===== src/rtl/line_segment_feeder_pkg.sv =====
// Shared types and constants for the line segment feeder.
package line_segment_feeder_pkg;

    localparam int unsigned COORD_W = 8;
    localparam int unsigned PT_W    = 2 * COORD_W + 1;

    typedef enum logic [1:0] {
        ST_IDLE   = 2'd0,
        ST_DECIDE = 2'd1,
        ST_WAIT   = 2'd2
    } state_t;

    typedef struct packed {
        logic               pen;
        logic [COORD_W-1:0] x;
        logic [COORD_W-1:0] y;
    } point_t;

    // Magnitude of a - b as a 9-bit signed difference (no coordinate wrap).
    function automatic logic [COORD_W:0] abs_diff(input logic [COORD_W-1:0] a,
                                                  input logic [COORD_W-1:0] b);
        logic signed [COORD_W:0] d;
        d = $signed({1'b0, a}) - $signed({1'b0, b});
        return d[COORD_W] ? $unsigned(-d) : $unsigned(d);
    endfunction

endpackage


===== src/rtl/line_segment_feeder_if.sv =====
// Point input and drawer handshake bundle.
interface line_segment_feeder_if;
    import line_segment_feeder_pkg::*;

    logic               pt_valid;
    logic [COORD_W-1:0] pt_x;
    logic [COORD_W-1:0] pt_y;
    logic               pt_pen;
    logic               pt_ready;
    logic               start;
    logic [COORD_W-1:0] x0;
    logic [COORD_W-1:0] y0;
    logic [COORD_W-1:0] x1;
    logic [COORD_W-1:0] y1;
    logic               done;

    modport slave (
        input  pt_valid, pt_x, pt_y, pt_pen, done,
        output pt_ready, start, x0, y0, x1, y1
    );

    modport master (
        output pt_valid, pt_x, pt_y, pt_pen, done,
        input  pt_ready, start, x0, y0, x1, y1
    );
endinterface


===== src/rtl/line_segment_feeder_point_fifo.sv =====
// Small synchronous FIFO with an explicit occupancy count.
module point_fifo #(
    parameter  int unsigned DEPTH = 4,
    parameter  int unsigned WIDTH = 17,
    localparam int unsigned CNT_W = $clog2(DEPTH + 1)
) (
    input  logic             clk,
    input  logic             reset,
    input  logic             push,
    input  logic             pop,
    input  logic [WIDTH-1:0] wdata,
    output logic [WIDTH-1:0] rdata,
    output logic             full,
    output logic             empty,
    output logic [CNT_W-1:0] count
);
    localparam int unsigned PTR_W = $clog2(DEPTH);

    logic [WIDTH-1:0] mem [DEPTH];
    logic [PTR_W-1:0] wr_ptr;
    logic [PTR_W-1:0] rd_ptr;
    logic             do_push;
    logic             do_pop;

    assign full    = (count == CNT_W'(DEPTH));
    assign empty   = (count == '0);
    assign do_push = push && !full;
    assign do_pop  = pop && !empty;
    assign rdata   = mem[rd_ptr];

    // Storage, wrapping pointers and occupancy count.
    always_ff @(posedge clk or posedge reset) begin
        if (reset) begin
            wr_ptr <= '0;
            rd_ptr <= '0;
            count  <= '0;
            for (int i = 0; i < int'(DEPTH); i++) begin
                mem[i] <= '0;
            end
        end else begin
            if (do_push) begin
                mem[wr_ptr] <= wdata;
                wr_ptr      <= wr_ptr + PTR_W'(1);
            end
            if (do_pop) begin
                rd_ptr <= rd_ptr + PTR_W'(1);
            end
            if (do_push && !do_pop) begin
                count <= count + CNT_W'(1);
            end else if (do_pop && !do_push) begin
                count <= count - CNT_W'(1);
            end
        end
    end
endmodule


===== src/rtl/line_segment_feeder.sv =====
// Turns buffered pen points into filtered line segments for the line drawer.
module line_segment_feeder
    import line_segment_feeder_pkg::*;
#(
    parameter int unsigned FIFO_DEPTH     = 4,
    parameter int unsigned MAX_JUMP       = 64,
    parameter int unsigned TIMEOUT_CYCLES = 1023
) (
    input  logic                  clk,
    input  logic                  reset,
    line_segment_feeder_if.slave  bus,
    output logic                  busy,
    output logic                  timeout_err
);
    localparam int unsigned TO_W  = $clog2(TIMEOUT_CYCLES + 1);
    localparam int unsigned CNT_W = $clog2(FIFO_DEPTH + 1);

    state_t             state;
    point_t             cur;
    point_t             head;
    logic [PT_W-1:0]    head_raw;
    logic [COORD_W-1:0] last_x;
    logic [COORD_W-1:0] last_y;
    logic               last_valid;
    logic [TO_W-1:0]    wait_cnt;
    logic               start;
    logic [COORD_W-1:0] x0, y0, x1, y1;
    logic               fifo_full;
    logic               fifo_empty;
    logic [CNT_W-1:0]   fifo_count;
    logic               push;
    logic               pop;
    logic               same;
    logic               jump;

    assign bus.pt_ready = !fifo_full;
    assign push         = bus.pt_valid && !fifo_full;
    assign pop          = (state == ST_IDLE) && !fifo_empty;
    assign head         = point_t'(head_raw);
    assign busy         = (fifo_count != '0) || (state != ST_IDLE);
    assign bus.start    = start;
    assign bus.x0       = x0;
    assign bus.y0       = y0;
    assign bus.x1       = x1;
    assign bus.y1       = y1;

    point_fifo #(
        .DEPTH (FIFO_DEPTH),
        .WIDTH (PT_W)
    ) u_fifo (
        .clk   (clk),
        .reset (reset),
        .push  (push),
        .pop   (pop),
        .wdata (PT_W'({bus.pt_pen, bus.pt_x, bus.pt_y})),
        .rdata (head_raw),
        .full  (fifo_full),
        .empty (fifo_empty),
        .count (fifo_count)
    );

    // Filter terms for the point under decision against the last drawn endpoint.
    always_comb begin
        same = (cur.x == last_x) && (cur.y == last_y);
        jump = (abs_diff(cur.x, last_x) > (COORD_W + 1)'(MAX_JUMP)) ||
               (abs_diff(cur.y, last_y) > (COORD_W + 1)'(MAX_JUMP));
    end

    // Control FSM: pop, filter, issue segment, then wait for done or timeout.
    always_ff @(posedge clk or posedge reset) begin
        if (reset) begin
            state       <= ST_IDLE;
            cur         <= '0;
            last_x      <= '0;
            last_y      <= '0;
            last_valid  <= 1'b0;
            wait_cnt    <= '0;
            start       <= 1'b0;
            x0          <= '0;
            y0          <= '0;
            x1          <= '0;
            y1          <= '0;
            timeout_err <= 1'b0;
        end else begin
            case (state)
                ST_IDLE: begin
                    if (!fifo_empty) begin
                        cur   <= head;
                        state <= ST_DECIDE;
                    end
                end
                ST_DECIDE: begin
                    if (!cur.pen) begin
                        last_valid <= 1'b0;
                        state      <= ST_IDLE;
                    end else if (last_valid && same) begin
                        state <= ST_IDLE;
                    end else begin
                        if (last_valid && !jump) begin
                            x0 <= last_x;
                            y0 <= last_y;
                        end else begin
                            x0 <= cur.x;
                            y0 <= cur.y;
                        end
                        x1         <= cur.x;
                        y1         <= cur.y;
                        last_x     <= cur.x;
                        last_y     <= cur.y;
                        last_valid <= 1'b1;
                        start      <= 1'b1;
                        wait_cnt   <= '0;
                        state      <= ST_WAIT;
                    end
                end
                ST_WAIT: begin
                    if (wait_cnt != TO_W'(TIMEOUT_CYCLES)) begin
                        wait_cnt <= wait_cnt + TO_W'(1);
                    end
                    // done coinciding with the start pulse belongs to an earlier segment
                    if (start) begin
                        start <= 1'b0;
                    end else if (bus.done) begin
                        state <= ST_IDLE;
                    end else if (wait_cnt == TO_W'(TIMEOUT_CYCLES)) begin
                        timeout_err <= 1'b1;
                        last_valid  <= 1'b0;
                        state       <= ST_IDLE;
                    end
                end
                default: state <= ST_IDLE;
            endcase
        end
    end
endmodule


===== src/flat_wrapper.sv =====
// flat-port wrapper written by rule: the top's interface ports become plain ports
module line_segment_feeder_flat import line_segment_feeder_pkg::*;
#(
    parameter int unsigned FIFO_DEPTH     = 4,
    parameter int unsigned MAX_JUMP       = 64,
    parameter int unsigned TIMEOUT_CYCLES = 1023
)
  (clk, reset, busy, timeout_err, bus_pt_valid, bus_pt_x, bus_pt_y, bus_pt_pen, bus_done, bus_pt_ready, bus_start, bus_x0, bus_y0, bus_x1, bus_y1);
  line_segment_feeder_if bus_i ();
  input  logic clk;
  input  logic reset;
  output logic busy;
  output logic timeout_err;
  input wire logic [$bits(bus_i.pt_valid)-1:0] bus_pt_valid;
  input wire logic [$bits(bus_i.pt_x)-1:0] bus_pt_x;
  input wire logic [$bits(bus_i.pt_y)-1:0] bus_pt_y;
  input wire logic [$bits(bus_i.pt_pen)-1:0] bus_pt_pen;
  input wire logic [$bits(bus_i.done)-1:0] bus_done;
  output wire logic [$bits(bus_i.pt_ready)-1:0] bus_pt_ready;
  output wire logic [$bits(bus_i.start)-1:0] bus_start;
  output wire logic [$bits(bus_i.x0)-1:0] bus_x0;
  output wire logic [$bits(bus_i.y0)-1:0] bus_y0;
  output wire logic [$bits(bus_i.x1)-1:0] bus_x1;
  output wire logic [$bits(bus_i.y1)-1:0] bus_y1;
  assign bus_i.pt_valid = bus_pt_valid;
  assign bus_i.pt_x = bus_pt_x;
  assign bus_i.pt_y = bus_pt_y;
  assign bus_i.pt_pen = bus_pt_pen;
  assign bus_i.done = bus_done;
  assign bus_pt_ready = bus_i.pt_ready;
  assign bus_start = bus_i.start;
  assign bus_x0 = bus_i.x0;
  assign bus_y0 = bus_i.y0;
  assign bus_x1 = bus_i.x1;
  assign bus_y1 = bus_i.y1;
  line_segment_feeder #(.FIFO_DEPTH(FIFO_DEPTH), .MAX_JUMP(MAX_JUMP), .TIMEOUT_CYCLES(TIMEOUT_CYCLES)) u_core (.clk(clk), .reset(reset), .bus(bus_i), .busy(busy), .timeout_err(timeout_err));
endmodule

===== config.mk =====
export PLATFORM = sky130hd
export DESIGN_NAME = line_segment_feeder_flat
export DESIGN_NICKNAME = d
export VERILOG_FILES = /design/src/rtl/line_segment_feeder_pkg.sv /design/src/rtl/line_segment_feeder_if.sv /design/src/rtl/line_segment_feeder_point_fifo.sv /design/src/rtl/line_segment_feeder.sv /design/src/flat_wrapper.sv
export SDC_FILE = /design/constraint.sdc
export NUM_CORES = 1
export LEC_CHECK = 0
export ABC_CLOCK_PERIOD_IN_PS = 4400
export BUFFER_PORTS_ARGS = -buffer_cell sky130_fd_sc_hd__buf_2
export CAP_MARGIN = 20
export CORE_UTILIZATION = 29
export DETAILED_ROUTE_END_ITERATION = 16
export PLACE_DENSITY = 0.48
export SLEW_MARGIN = 20
export SYNTH_ARGS = -nofsm -noshare
export SYNTH_HDL_FRONTEND = slang
export SYNTH_HIERARCHICAL = 1
export SYNTH_SLANG_ARGS = --single-unit

===== constraint.sdc =====
create_clock -name clk -period 4.4 [get_ports clk]
set_input_delay 0.66 -clock clk [delete_from_list [all_inputs] [get_ports clk]]
set_output_delay 0.66 -clock clk [all_outputs]
set_load 0.005 [all_outputs]

# --- Yosys cells after proc, flatten, opt, wreduce, memory -nomap -nowiden ---
# Index checks and enable logic that the tools add are counted.
word_totals:
  register_bits: 139
  inputBits: 21
  output_inout_bits: 36
  wordCells: 116
classes:
  add_sub_neg: 9
  magnitude_cmp: 5
  n_eq_ne: 16
  mux: 31
  n_bitwise: 6
  n_reduce_logical: 30
op_table:
  columns: ["op", "n"]
  rows:
  - ["68-bit bitwise mux", 1]
  - ["17-bit two-way mux", 3]
  - ["17-bit binary-select mux with 2-bit select", 1]
  - ["17-bit demux with 2-bit select", 1]
  - ["10-bit two-way mux", 3]
  - ["10-bit case mux with 2 select lines", 1]
  - ["9-bit by 7-bit greater-than comparator with 1-bit output (second input constant)", 2]
  - ["9-bit two-way mux", 2]
  - ["9-bit negator", 2]
  - ["8-bit by 8-bit subtractor with 9-bit output", 2]
  - ["8-bit == test", 2]
  - ["8-bit two-way mux", 2]
  - ["2-bit two-way mux", 6]
  - ["10-bit by 1-bit adder with 10-bit output (second input constant)", 1]
  - ["10-bit == test (second input constant)", 1]
  - ["1-bit logical AND", 10]
  - ["10-bit != test (second input constant)", 1]
  - ["3-bit AND reduction", 3]
  - ["2-bit != test (second input constant)", 4]
  - ["4-bit AND reduction", 2]
  - ["3-bit greater-or-equal comparator (second input constant)", 2]
  - ["1-bit two-way mux", 6]
  - ["3-bit two-way mux", 2]
  - ["2-bit by 1-bit != test with 1-bit output (second input constant)", 3]
  - ["other kinds (21)", 34]

# --- Longest topological paths before layout ---
# Gate-level depths: netlist (run 1).
depth:
  word_depth: 8
  mapped_depth: 15
  ltp_nobuf: 12

# --- Hierarchy ---
# The synthesis (run 1) kept the hierarchy.
by_module_without_submodules:
  columns: ["module", "instances", "cells_per_inst", "area_each_um2", "seq_area_each_um2"]
  rows:
  - ["line_segment_feeder", 1, 452, 4227.8, 1601.5]
  - ["point_fifo", 1, 200, 3354.5, 1876.8]

# --- Worst setup path before layout (run 1) ---
# Ideal clock, no wire load.
synth_path:
  kind: "flip-flop to flip-flop"
  start: "register u_core/cur[0] in the netlist's numbering"
  end: "register u_core.x0[0] (netlist: u_core/bus.x0[0])"
  setup_ns: 0.138
  arrival_ns: 3.362
  required_ns: 4.262
  path_slack_ns: 0.900
  path_stages_with_launch: 14
  n_path_buf: 1
  synth_period_minus_slack_ns: 3.500
  path_cell_list: "dfrtp_1 > inv_1 > ha_1 > inv_1 > fa_1 > a211oi_2 > nor2_2 > or4_1 > o41a_1 > mux2_4 > a211o_4 > buf_6 > o41ai_2 > a31oi_1"
synth_via:
  elab_chain_len: 8
  elab_cells_between_ends: 13
  classes_between: "add/sub (2); order compare (1); eq/ne (1); mux (2); bitwise (1); reduce/logical (6)"
synth_rtl:
  columns: ["item", "line_no", "rtl"]
  rows:
  - ["start: declaration", "line_segment_feeder.sv:19", "point_t cur;"]
  - ["start signal: assignment", "line_segment_feeder.sv:73", "cur <= '0;"]
  - ["start signal: assignment", "line_segment_feeder.sv:88", "cur <= head;"]
  - ["8-bit by 8-bit subtractor with 9-bit output", "line_segment_feeder_pkg.sv:23", "d = $signed({1'b0, a}) - $signed({1'b0, b});"]
  - ["9-bit negator", "line_segment_feeder_pkg.sv:24", "return d[COORD_W] ? $unsigned(-d) : $unsigned(d);"]
  - ["9-bit two-way mux", "line_segment_feeder_pkg.sv:24", null]
  - ["9-bit by 7-bit greater-than comparator with 1-bit output", "line_segment_feeder.sv:66", "(abs_diff(cur.y, last_y) > (COORD_W + 1)'(MAX_JUMP));"]
  - ["1-bit logical OR", "line_segment_feeder.sv:65", "jump = (abs_diff(cur.x, last_x) > (COORD_W + 1)'(MAX_JUMP)) ||"]
  - ["1-bit logical NOT", "line_segment_feeder.sv:99", "if (last_valid && !jump) begin"]
  - ["1-bit logical AND", "line_segment_feeder.sv:99", null]
  - ["8-bit two-way mux", "line_segment_feeder.sv:99", null]
  - ["end signal: assignment", "line_segment_feeder.sv:100", "x0 <= last_x;"]
  - ["end signal: assignment", "line_segment_feeder.sv:103", "x0 <= cur.x;"]
  - ["end: declaration", "line_segment_feeder.sv:27", "logic [COORD_W-1:0] x0, y0, x1, y1;"]
# Several ways; a longest one is shown, not always the timed one.
# A chain may end at the register's enable or synchronous reset.

# --- Worst setup path after layout (run 1) ---
layout_path:
  start: "register u_core/cur[8] in the netlist's numbering"
  end: "register u_core.y0[5] (netlist: u_core/bus.y0[5])"
layout_via:
  elab_chain_len: 8
  elab_cells_between_ends: 13
  classes_between: "add/sub (2); order compare (1); eq/ne (1); mux (2); bitwise (1); reduce/logical (6)"
layout_rtl:
  columns: ["item", "line_no", "rtl"]
  rows:
  - ["8-bit by 8-bit subtractor with 9-bit output", "line_segment_feeder_pkg.sv:23", null]
  - ["9-bit negator", "line_segment_feeder_pkg.sv:24", null]
  - ["9-bit two-way mux", "line_segment_feeder_pkg.sv:24", null]
  - ["9-bit by 7-bit greater-than comparator with 1-bit output", "line_segment_feeder.sv:65", null]
  - ["1-bit logical OR", "line_segment_feeder.sv:65", null]
  - ["1-bit logical NOT", "line_segment_feeder.sv:99", null]
  - ["1-bit logical AND", "line_segment_feeder.sv:99", null]
  - ["8-bit two-way mux", "line_segment_feeder.sv:99", null]
  - ["end signal: assignment", "line_segment_feeder.sv:101", "y0 <= last_y;"]
  - ["end signal: assignment", "line_segment_feeder.sv:104", "y0 <= cur.y;"]
  - ["end: declaration", "line_segment_feeder.sv:27", null]
# Several ways; a longest one is shown, not always the timed one.

==> results_dict.tcl, run 1 <==
set metrics [dict create \
    cts.reportedPaths.clkPinSlew_ps 70 \
    critical_path.endpoint_type "flop" \
    chipWidth_um 164 \
    yosys_most_used_dff "dfrtp_1" \
    setup-violations-final 0 \
    tightest_slew_ps 933 \
    outcome "completed" \
    area_enclosed_by_the_die_boundary_um2 26800 \
    worst_skew_pair.late_latency_ps 430 \
    cp-start-kind "flop" \
    die_h_um 164 \
    instances_no_fill 1051 \
    slew-limit-headroom 0.378 \
    synthToLayoutAreaGrowth_pct 16.3 \
    core_area_um2 25400 \
    post_route_cells_drive_above_1_share 0.336 \
    fmax_ghz 0.264 \
    rsz0062_at_grt "false" \
    number_of_distinct_library_cells_after_synthesis 69 \
    required_ps 4730 \
    share_of_the_synthesized_area_in_the_top_cell_type 0.459 \
    kind_of_path_behind_the_tightest_hold_check "primary input to async pin" \
    mappedNetlistArea_um2 7580 \
    leading_cell_type_in_the_layout_fill_and_taps_excluded "dfrtp_1" \
    netlist.top_cell.by_area "dfrtp_1" \
    drt_first_iter_violations 287 \
    drv.max_cap_violation_count 0 \
    clock_tree_root_driver_cell "clkbuf_16" \
    timing_hold_violations_final 0 \
    place.gp.congestion 0.803 \
    grt_util_all_layers 0.142 \
    layout_min_cycle_time_ps 3790 \
    timing.final.max_slew_violations 0 \
    cts.sink_count 139 \
    mostFrequentLayoutCells "dfrtp_1, mux2_2, buf_2, inv_1, nor2_1" \
    grt_overflow 0 \
    postRouteAntennaNets 0 \
    boundaryPins 57 \
    startpoint_of_the_worst_register_to_register_path "u_core/cur[8]" \
    clock_tree.htree_level_count 4 \
    grt_start_max_net_pins 58 \
    detailed_place_hpwl_mm 12.8 \
    timing.reg2reg.worst_path_depth 13 \
    seq_area_um2 3480 \
    avgSynthCellArea_um2 11.6 \
    fin_tns_setup_ps 0 \
    seq_area_frac_synth 0.459 \
    worstSetupPathType "flop to flop" \
    synth_nets 701 \
    cts_resized 0 \
    min_period_over_period 0.860 \
    drc_errors 0 \
    asyncSetResetFlopFracSynth 1.00 \
    grt_pass1_vias 5208 \
    largest_buffer_count_on_any_clock_path 2 \
    final.setup_skew_ps 9.70 \
    cp_max_fo 17 \
    floorplan.rows 58 \
    tritoncts.num_buffers 17 \
    dp_worst_setup_slack_ps 661 \
    worst_r2r_endpoint "u_core/bus.y0[5]" \
    start_util 0.299 \
    wl_per_cell_um 16.9 \
    cts_setup_buffers 0 \
    firstDrtPassIters 4 \
    final.setup.worst_slack_ps 615 \
    first_pass_grt_wire_length_mm 29.2 \
    synth.yosys.warnings 6 \
    yosys_register_bits 139 \
    antenna_found_initial 2 \
    synth-edff-count 0 \
    detailroute.via_count 5174 \
    place_inst 1018 \
    fillCellCount 2590 \
    post_synth_inst_count 652 \
    synth_top_cells_by_area "dfrtp_1, mux2_2, mux4_2" \
    reg2reg_setup_slack_ps 610 \
    fin_nets 756 \
    ctsHoldBuffers 0 \
    avgViaCountPerCell 4.92 \
    total_wirelength_of_the_detailed_routed_design_mm 17.8 \
    timing.critical_path.arrival_ps 4120 \
    place.port_buffers 56 \
    tritoncts_clock_tree "done" \
    multi_input_comb_area_um2 3760 \
]
## cell type report
class                           instances  share of cell area
Tap cell                              330              0.0468
Clock inverter                         14              0.0206
Clock buffer                           18              0.0487
Sequential cell                       139               0.394
Antenna cell                            1            0.000284
Inverter                               42              0.0179
Timing Repair Buffer                   70              0.0446
Multi-Input combinational cell        437               0.427
## worst max-delay path by stage
stage,to,depth (start not counted),start,slack (ps)
finish,u_core/bus.y0[5],13,u_core/cur[8],610
detailed placement,u_core/bus.y0[3],13,u_core/cur[8],660
floorplan,u_core/bus.x0[0],13,u_core/cur[0],900
global route,u_core/bus.x0[1],13,u_core/cur[8],280
global placement,u_core/bus.x0[6],12,u_core/cur[0],720
CTS,u_core/bus.y0[3],13,u_core/cur[8],640
## cells in the mapped netlist (3+ instances only)
cell type,number
dfrtp_1,139
mux2_2,86
inv_1,42
nor2_1,41
nand2_1,36
o21ai_0,30
ha_1,25
nand4_1,20
a31oi_1,18
mux4_2,17
a41oi_1,16
clkbuf_1,13
xor2_1,13
a21oi_1,11
o41ai_2,10
buf_2,8
nand3_1,8
xnor2_1,8
nor3_1,7
buf_6,6
o41ai_1,6
nor2_2,5
a211oi_1,4
and3_1,4
nand2b_1,4
or2_2,4
or3_1,4
a21o_1,3
and4_1,3
fa_1,3
nand3b_1,3
o211ai_1,3
o31ai_1,3
or4_1,3
## routing by layer
layer	vias to the layer above	GRT usage	wire, um
met5	-	0	13
met4	2	0.0442	180
met3	14	0.0301	636
met2	74	0.212	7830
met1	2542	0.205	9110
li1	2542	-	-
## worst max-delay path, cell delays in order (launching register included)
cell,delay [ps]
dfrtp_1,410
inv_1,90
ha_1,160
inv_1,50
fa_1,400
a211oi_1,480
nor2_1,120
xnor2_1,190
a2111oi_0,510
mux2_2,480
and4_1,280
buf_4,250
o41ai_2,80
a31oi_1,190
## through the flow
step	utilization	area (um2)	hold slack (ps)
after floorplan	-	7580	460
after global placement	0.322	8170	450
after detailed placement	0.322	8190	453
after CTS	0.346	8800	261
after global routing	0.347	8810	280
final	0.347	8820	251
## flip-flops by register name, indices dropped and copies added (netlist names)
register / flops
u_core/bus.start: 1
u_core/bus.x0: 8
u_core/bus.x1: 8
u_core/bus.y0: 8
u_core/bus.y1: 8
u_core/cur: 17
u_core/last_valid: 1
u_core/state: 2
u_core/timeout_err: 1
u_core/u_fifo/count: 3
u_core/u_fifo/mem: 68
u_core/u_fifo/rd_ptr: 2
u_core/u_fifo/wr_ptr: 2
u_core/wait_cnt: 10
## kinds of logic after synthesis
| logic type | Yosys count | share of synthesized area |
|---|---|---|
| multiplexers | 104 | 0.180 |
| buffers and inverters | 76 | 0.0490 |
| adder cells (fa/ha/maj) | 28 | 0.0492 |
| flip-flops | 139 | 0.459 |
| XOR/XNOR | 21 | 0.0243 |
| AO/OA/AOI/OAI | 128 | 0.132 |
| AND/OR/NAND/NOR | 156 | 0.107 |
Power of run 1 is not shown: default switching activity piles up to over one toggle a cycle in this logic, so the estimate is an artifact.
==> inputs of run 2 (changes only) <==
--- a/config.mk
+++ b/config.mk
@@ -8,9 +8,10 @@
 export ABC_CLOCK_PERIOD_IN_PS = 4400
 export BUFFER_PORTS_ARGS = -buffer_cell sky130_fd_sc_hd__buf_2
 export CAP_MARGIN = 20
-export CORE_UTILIZATION = 29
+export CORE_UTILIZATION = 55
 export DETAILED_ROUTE_END_ITERATION = 16
-export PLACE_DENSITY = 0.48
+export PLACE_DENSITY = 0.78
+export SKIP_LAST_GASP = 1
 export SLEW_MARGIN = 20
 export SYNTH_ARGS = -nofsm -noshare
 export SYNTH_HDL_FRONTEND = slang
==> results_dict.tcl, run 2 (synthesized netlist as in run 1, its figures left out) <==
set metrics [dict create \
    timing.critical_path.arrival_ps 4240 \
    timing.final.max_slew_violations 0 \
    largest_buffer_count_on_any_clock_path 2 \
    reg2reg_setup_slack_ps 500 \
    largest_reg_flops 68 \
    place_inst 860 \
    outcome "completed" \
    setup-violations-final 0 \
    ctsHoldBuffers 0 \
    antennaDiodeCount 0 \
    drv.max_cap_violation_count 0 \
    startpoint_of_the_worst_register_to_register_path "u_core/cur[0]" \
    grt_pass1_vias 5863 \
    wl_per_cell_um 19.9 \
    chipWidth_um 119 \
    synthToLayoutAreaGrowth_pct 14.0 \
    die_h_um 119 \
    antenna_found_initial 0 \
    rsz0062_at_grt "false" \
    fin_nets 754 \
    cp_max_fo 11 \
    fmax_ghz 0.256 \
    instances_no_fill 894 \
    tritoncts.num_buffers 17 \
    firstDrtPassIters 5 \
    drc_errors 0 \
    mostFrequentLayoutCells "dfrtp_1, mux2_2, buf_2, inv_1, nor2_1" \
    final_core_utilization 0.648 \
    grt_overflow 0 \
    cts_resized 0 \
    floorplan.rows 42 \
    cp-endpoint "u_core/bus.x0[1]" \
    crit_path_cell_trace "inv_1, ha_1, inv_1, fa_1, a211oi_2, nor2_2, a311o_2, a21oi_1, a21oi_1, o21ai_1, buf_4, o41ai_1, a31oi_1" \
    grt_util_all_layers 0.269 \
    start_util 0.568 \
    core_area_um2 13300 \
    critical_path.max_stage_delay_ps 600 \
    critical_path.top_delay_family "compound AO/OA/AOI/OAI gates" \
    cts.reportedPaths.clkPinSlew_ps 60 \
    critical_path.endpoint_type "flop" \
    place.gp.congestion 0.888 \
    avgViaCountPerCell 6.27 \
    timing_hold_violations_final 0 \
    critPathSlowestCell "o21ai_1" \
    kind_of_path_behind_the_tightest_hold_check "primary input to async pin" \
    grt_start_max_net_pins 66 \
    worst_path_depth 13 \
    tritoncts_clock_tree "done" \
    tightest_slew_ps 1060 \
    clock_tree_root_driver_cell "clkbuf_16" \
    layout_min_cycle_time_ps 3900 \
    slew-limit-headroom 0.292 \
    total_wirelength_of_the_detailed_routed_design_mm 17.8 \
    post_route_cells_drive_above_1_share 0.331 \
    place.port_buffers 56 \
    multi_input_comb_area_um2 3750 \
    largest_registers "u_core/u_fifo/mem x68, u_core/cur x17, u_core/wait_cnt x10" \
    drt_first_iter_violations 475 \
    fin_tns_setup_ps 0 \
    startpoint "u_core/cur[0]" \
    timing.reg2reg.worst_path_depth 13 \
    fillCellCount 1000 \
    area_enclosed_by_the_die_boundary_um2 14300 \
    worst_r2r_endpoint "u_core/bus.x0[1]" \
    cp-start-kind "flop" \
    cts.sink_count 139 \
    cts_setup_buffers 0 \
    required_ps 4740 \
    boundaryPins 57 \
    leading_cell_type_in_the_layout_fill_and_taps_excluded "dfrtp_1" \
    detailed_place_hpwl_mm 12.3 \
    detailroute.via_count 5609 \
    worst_skew_pair.late_latency_ps 420 \
    postRouteAntennaNets 0 \
    final.setup_skew_ps 8.60 \
    first_pass_grt_wire_length_mm 29.5 \
    clock_tree.htree_level_count 4 \
    worstSetupPathType "flop to flop" \
    min_period_over_period 0.886 \
    seq_area_um2 3480 \
    critPathBufInv 3 \
    register_with_the_highest_flop_count "u_core/u_fifo/mem" \
]
run 2: cell types whose count changed in the layout (fill, tap and decap cells not counted), sizes merged:
| cell | change |
|---|---|
| clkinv | -2 |
| inv | -6 |
| bufinv | +2 |
| clkbuf | +5 |
| clkinvlp | +2 |
| diode | -1 |
| buf | -3 |
run 2: worst min path at each step:
stage	end	start	depth (start not counted)	slack [ps]
2_1_floorplan	u_core/timeout_err	u_core/timeout_err	2	460
3_3_place_gp	u_core/timeout_err	u_core/timeout_err	2	450
3_5_place_dp	u_core/timeout_err	u_core/timeout_err	2	460
4_1_cts	u_core/timeout_err	bus_done	2	440
5_1_grt	u_core/timeout_err	bus_done	2	450
6_report	u_core/wait_cnt[3]	reset	2	450
run 2: layer usage:
| metal | routed length, um | track usage | vias up |
|---|---|---|---|
| met4 | 550 | 0.140 | 0 |
| met3 | 1130 | 0.0560 | 42 |
| met2 | 8810 | 0.440 | 231 |
| met1 | 7340 | 0.339 | 2802 |
| met5 | 0 | 0 | - |
| li1 | - | - | 2534 |
run 2: worst reg2reg max path: cells and delay by family (launching register included):
kind                       cells  cell delay, ps
AOI/OAI and AO/OA              7            2240
adders and majority gates      2             570
buffers and inverters          3             490
DFF                            1             400
and+or+nand+nor                1             100
run 2: area by class of cell:
class                      count  share of cell area
inverter                      42              0.0182
sequential                   139               0.402
clock buffer                  22              0.0537
timing repair buffer          68              0.0449
multi-input combinational    437               0.434
tap                          176              0.0255
clock inverter                10              0.0217
run 2: stage by stage:
step	setup WS [ps]	hold WS [ps]	instance area [um2]
2_1_floorplan	900	460	7580
3_3_place_gp	710	454	7960
3_5_place_dp	523	455	7960
5_1_grt	249	446	8640
6_report	501	450	8640
4_1_cts	462	440	8610
Power of run 2 is left out for the same reason.
==> inputs of run 3 (changes only) <==
--- a/config.mk
+++ b/config.mk
@@ -8,9 +8,10 @@
 export ABC_CLOCK_PERIOD_IN_PS = 4400
 export BUFFER_PORTS_ARGS = -buffer_cell sky130_fd_sc_hd__buf_2
 export CAP_MARGIN = 20
+export CORE_MARGIN = 2
 export CORE_UTILIZATION = 55
 export DETAILED_ROUTE_END_ITERATION = 16
-export PLACE_DENSITY = 0.78
+export PLACE_DENSITY = 0.74
 export SKIP_LAST_GASP = 1
 export SLEW_MARGIN = 20
 export SYNTH_ARGS = -nofsm -noshare
==> results_dict.tcl, run 3 (synthesized netlist as in run 1, its figures left out) <==
set metrics [dict create \
    tritoncts.num_buffers 17 \
    final.setup_skew_ps 5.71 \
    clock_tree_root_driver_cell "clkbuf_16" \
    largest_registers "u_core/u_fifo/mem x68, u_core/cur x17, u_core/wait_cnt x10" \
    fin_nets 754 \
    start_util 0.568 \
    drc_errors 0 \
    grt_pass1_vias 5493 \
    floorplan.rows 42 \
    grt_start_max_net_pins 64 \
    tightest_slew_ps 1080 \
    required_ps 4740 \
    critical_path.endpoint_type "flop" \
    grt_util_all_layers 0.244 \
    cts.reportedPaths.clkPinSlew_ps 60 \
    antennaDiodeCount 0 \
    worst_skew_pair.late_latency_ps 420 \
    setup-violations-final 0 \
    chipWidth_um 121 \
    drv.max_cap_violation_count 0 \
    largest_reg_flops 68 \
    seq_area_um2 3480 \
    kind_of_path_behind_the_tightest_hold_check "primary input to async pin" \
    cts.sink_count 139 \
    post_route_cells_drive_above_1_share 0.335 \
    timing.final.max_slew_violations 0 \
    fillCellCount 1028 \
    avgViaCountPerCell 6.16 \
    detailroute.via_count 5498 \
    mostFrequentLayoutCells "dfrtp_1, mux2_2, buf_2, inv_1, nor2_1" \
    firstDrtPassIters 7 \
    worstSetupPathType "flop to flop" \
    ctsHoldBuffers 0 \
    antenna_found_initial 1 \
    area_enclosed_by_the_die_boundary_um2 14700 \
    drt_first_iter_violations 396 \
    cp_max_fo 16 \
    die_h_um 121 \
    core_area_um2 13300 \
    dp_worst_setup_slack_ps 346 \
    timing_hold_violations_final 0 \
    leading_cell_type_in_the_layout_fill_and_taps_excluded "dfrtp_1" \
    slew-limit-headroom 0.279 \
    boundaryPins 57 \
    postRouteAntennaNets 0 \
    largest_buffer_count_on_any_clock_path 2 \
    cp-start-kind "flop" \
    multi_input_comb_area_um2 3750 \
    timing.critical_path.arrival_ps 4450 \
    fmax_ghz 0.243 \
    grt_overflow 0 \
    synthToLayoutAreaGrowth_pct 14.6 \
    final.setup.worst_slack_ps 291 \
    clock_tree.htree_level_count 4 \
    detailed_place_hpwl_mm 11.9 \
    place.gp.congestion 0.902 \
    first_pass_grt_wire_length_mm 27.7 \
    register_with_the_highest_flop_count "u_core/u_fifo/mem" \
    min_period_over_period 0.934 \
    tritoncts_clock_tree "done" \
    place.port_buffers 56 \
    outcome "completed" \
    total_wirelength_of_the_detailed_routed_design_mm 16.9 \
    fin_tns_setup_ps 0 \
    rsz0062_at_grt "false" \
    instances_no_fill 893 \
    place_inst 861 \
    layout_min_cycle_time_ps 4110 \
    wl_per_cell_um 19.0 \
]
[run 3: worst max-delay path: stages, from the launching register on]
cell      delay, ps
dfrtp_1         410
inv_1            90
ha_1            160
inv_1            50
fa_1            420
a211oi_2        360
nor2_2          100
or4_1           480
o41a_1          320
mux2_4          290
a211oi_2        910
nand4_1         220
a31oi_1         210
[run 3: cell type report]
type,instances,share of cell area
clock buffer,21,0.0553
clock inverter,10,0.0269
inverter,42,0.0181
multi-input combinational,437,0.432
sequential,139,0.400
tap,176,0.0253
timing repair buffer,68,0.0423
[run 3: timing repair]
action                     in CTS  in global routing
gates resized for setup         0                  1
buffers inserted                0                  0
setup endpoints to repair       0                  1
[run 3: routing by layer]
metal / up-vias / track usage / part of all wire
met3: 38 / 0.0493 / 0.053
met4: 2 / 0.0955 / 0.025
met5: - / 0 / 0.00077
met1: 2746 / 0.327 / 0.44
met2: 186 / 0.394 / 0.48
li1: 2526 / - / -
[run 3: through the flow]
step                hold slack [ps]  area (um2)   util
floorplan                       460        7580      -
global placement                447        7960  0.597
detailed placement              455        7960  0.597
CTS                             245        8680  0.650
global route                    271        8690  0.651
finish                          248        8690  0.651
[run 3: worst paths after layout]
check / start / end / slack [ps] / cells past startpoint
worst min-delay path: reset / u_core/wait_cnt[1] / 250 / 2
worst min register to register: u_core/timeout_err / u_core/timeout_err / 460 / 2
worst max register to register: u_core/cur[0] / u_core/bus.y0[0] / 290 / 12
worst max-delay path: u_core/cur[0] / u_core/bus.y0[0] / 290 / 12
max in group asynchronous: reset / u_core/u_fifo/mem[64] / 3060 / 3
min in group clk: u_core/timeout_err / u_core/timeout_err / 460 / 2
Power of run 3 is left out for the same reason.
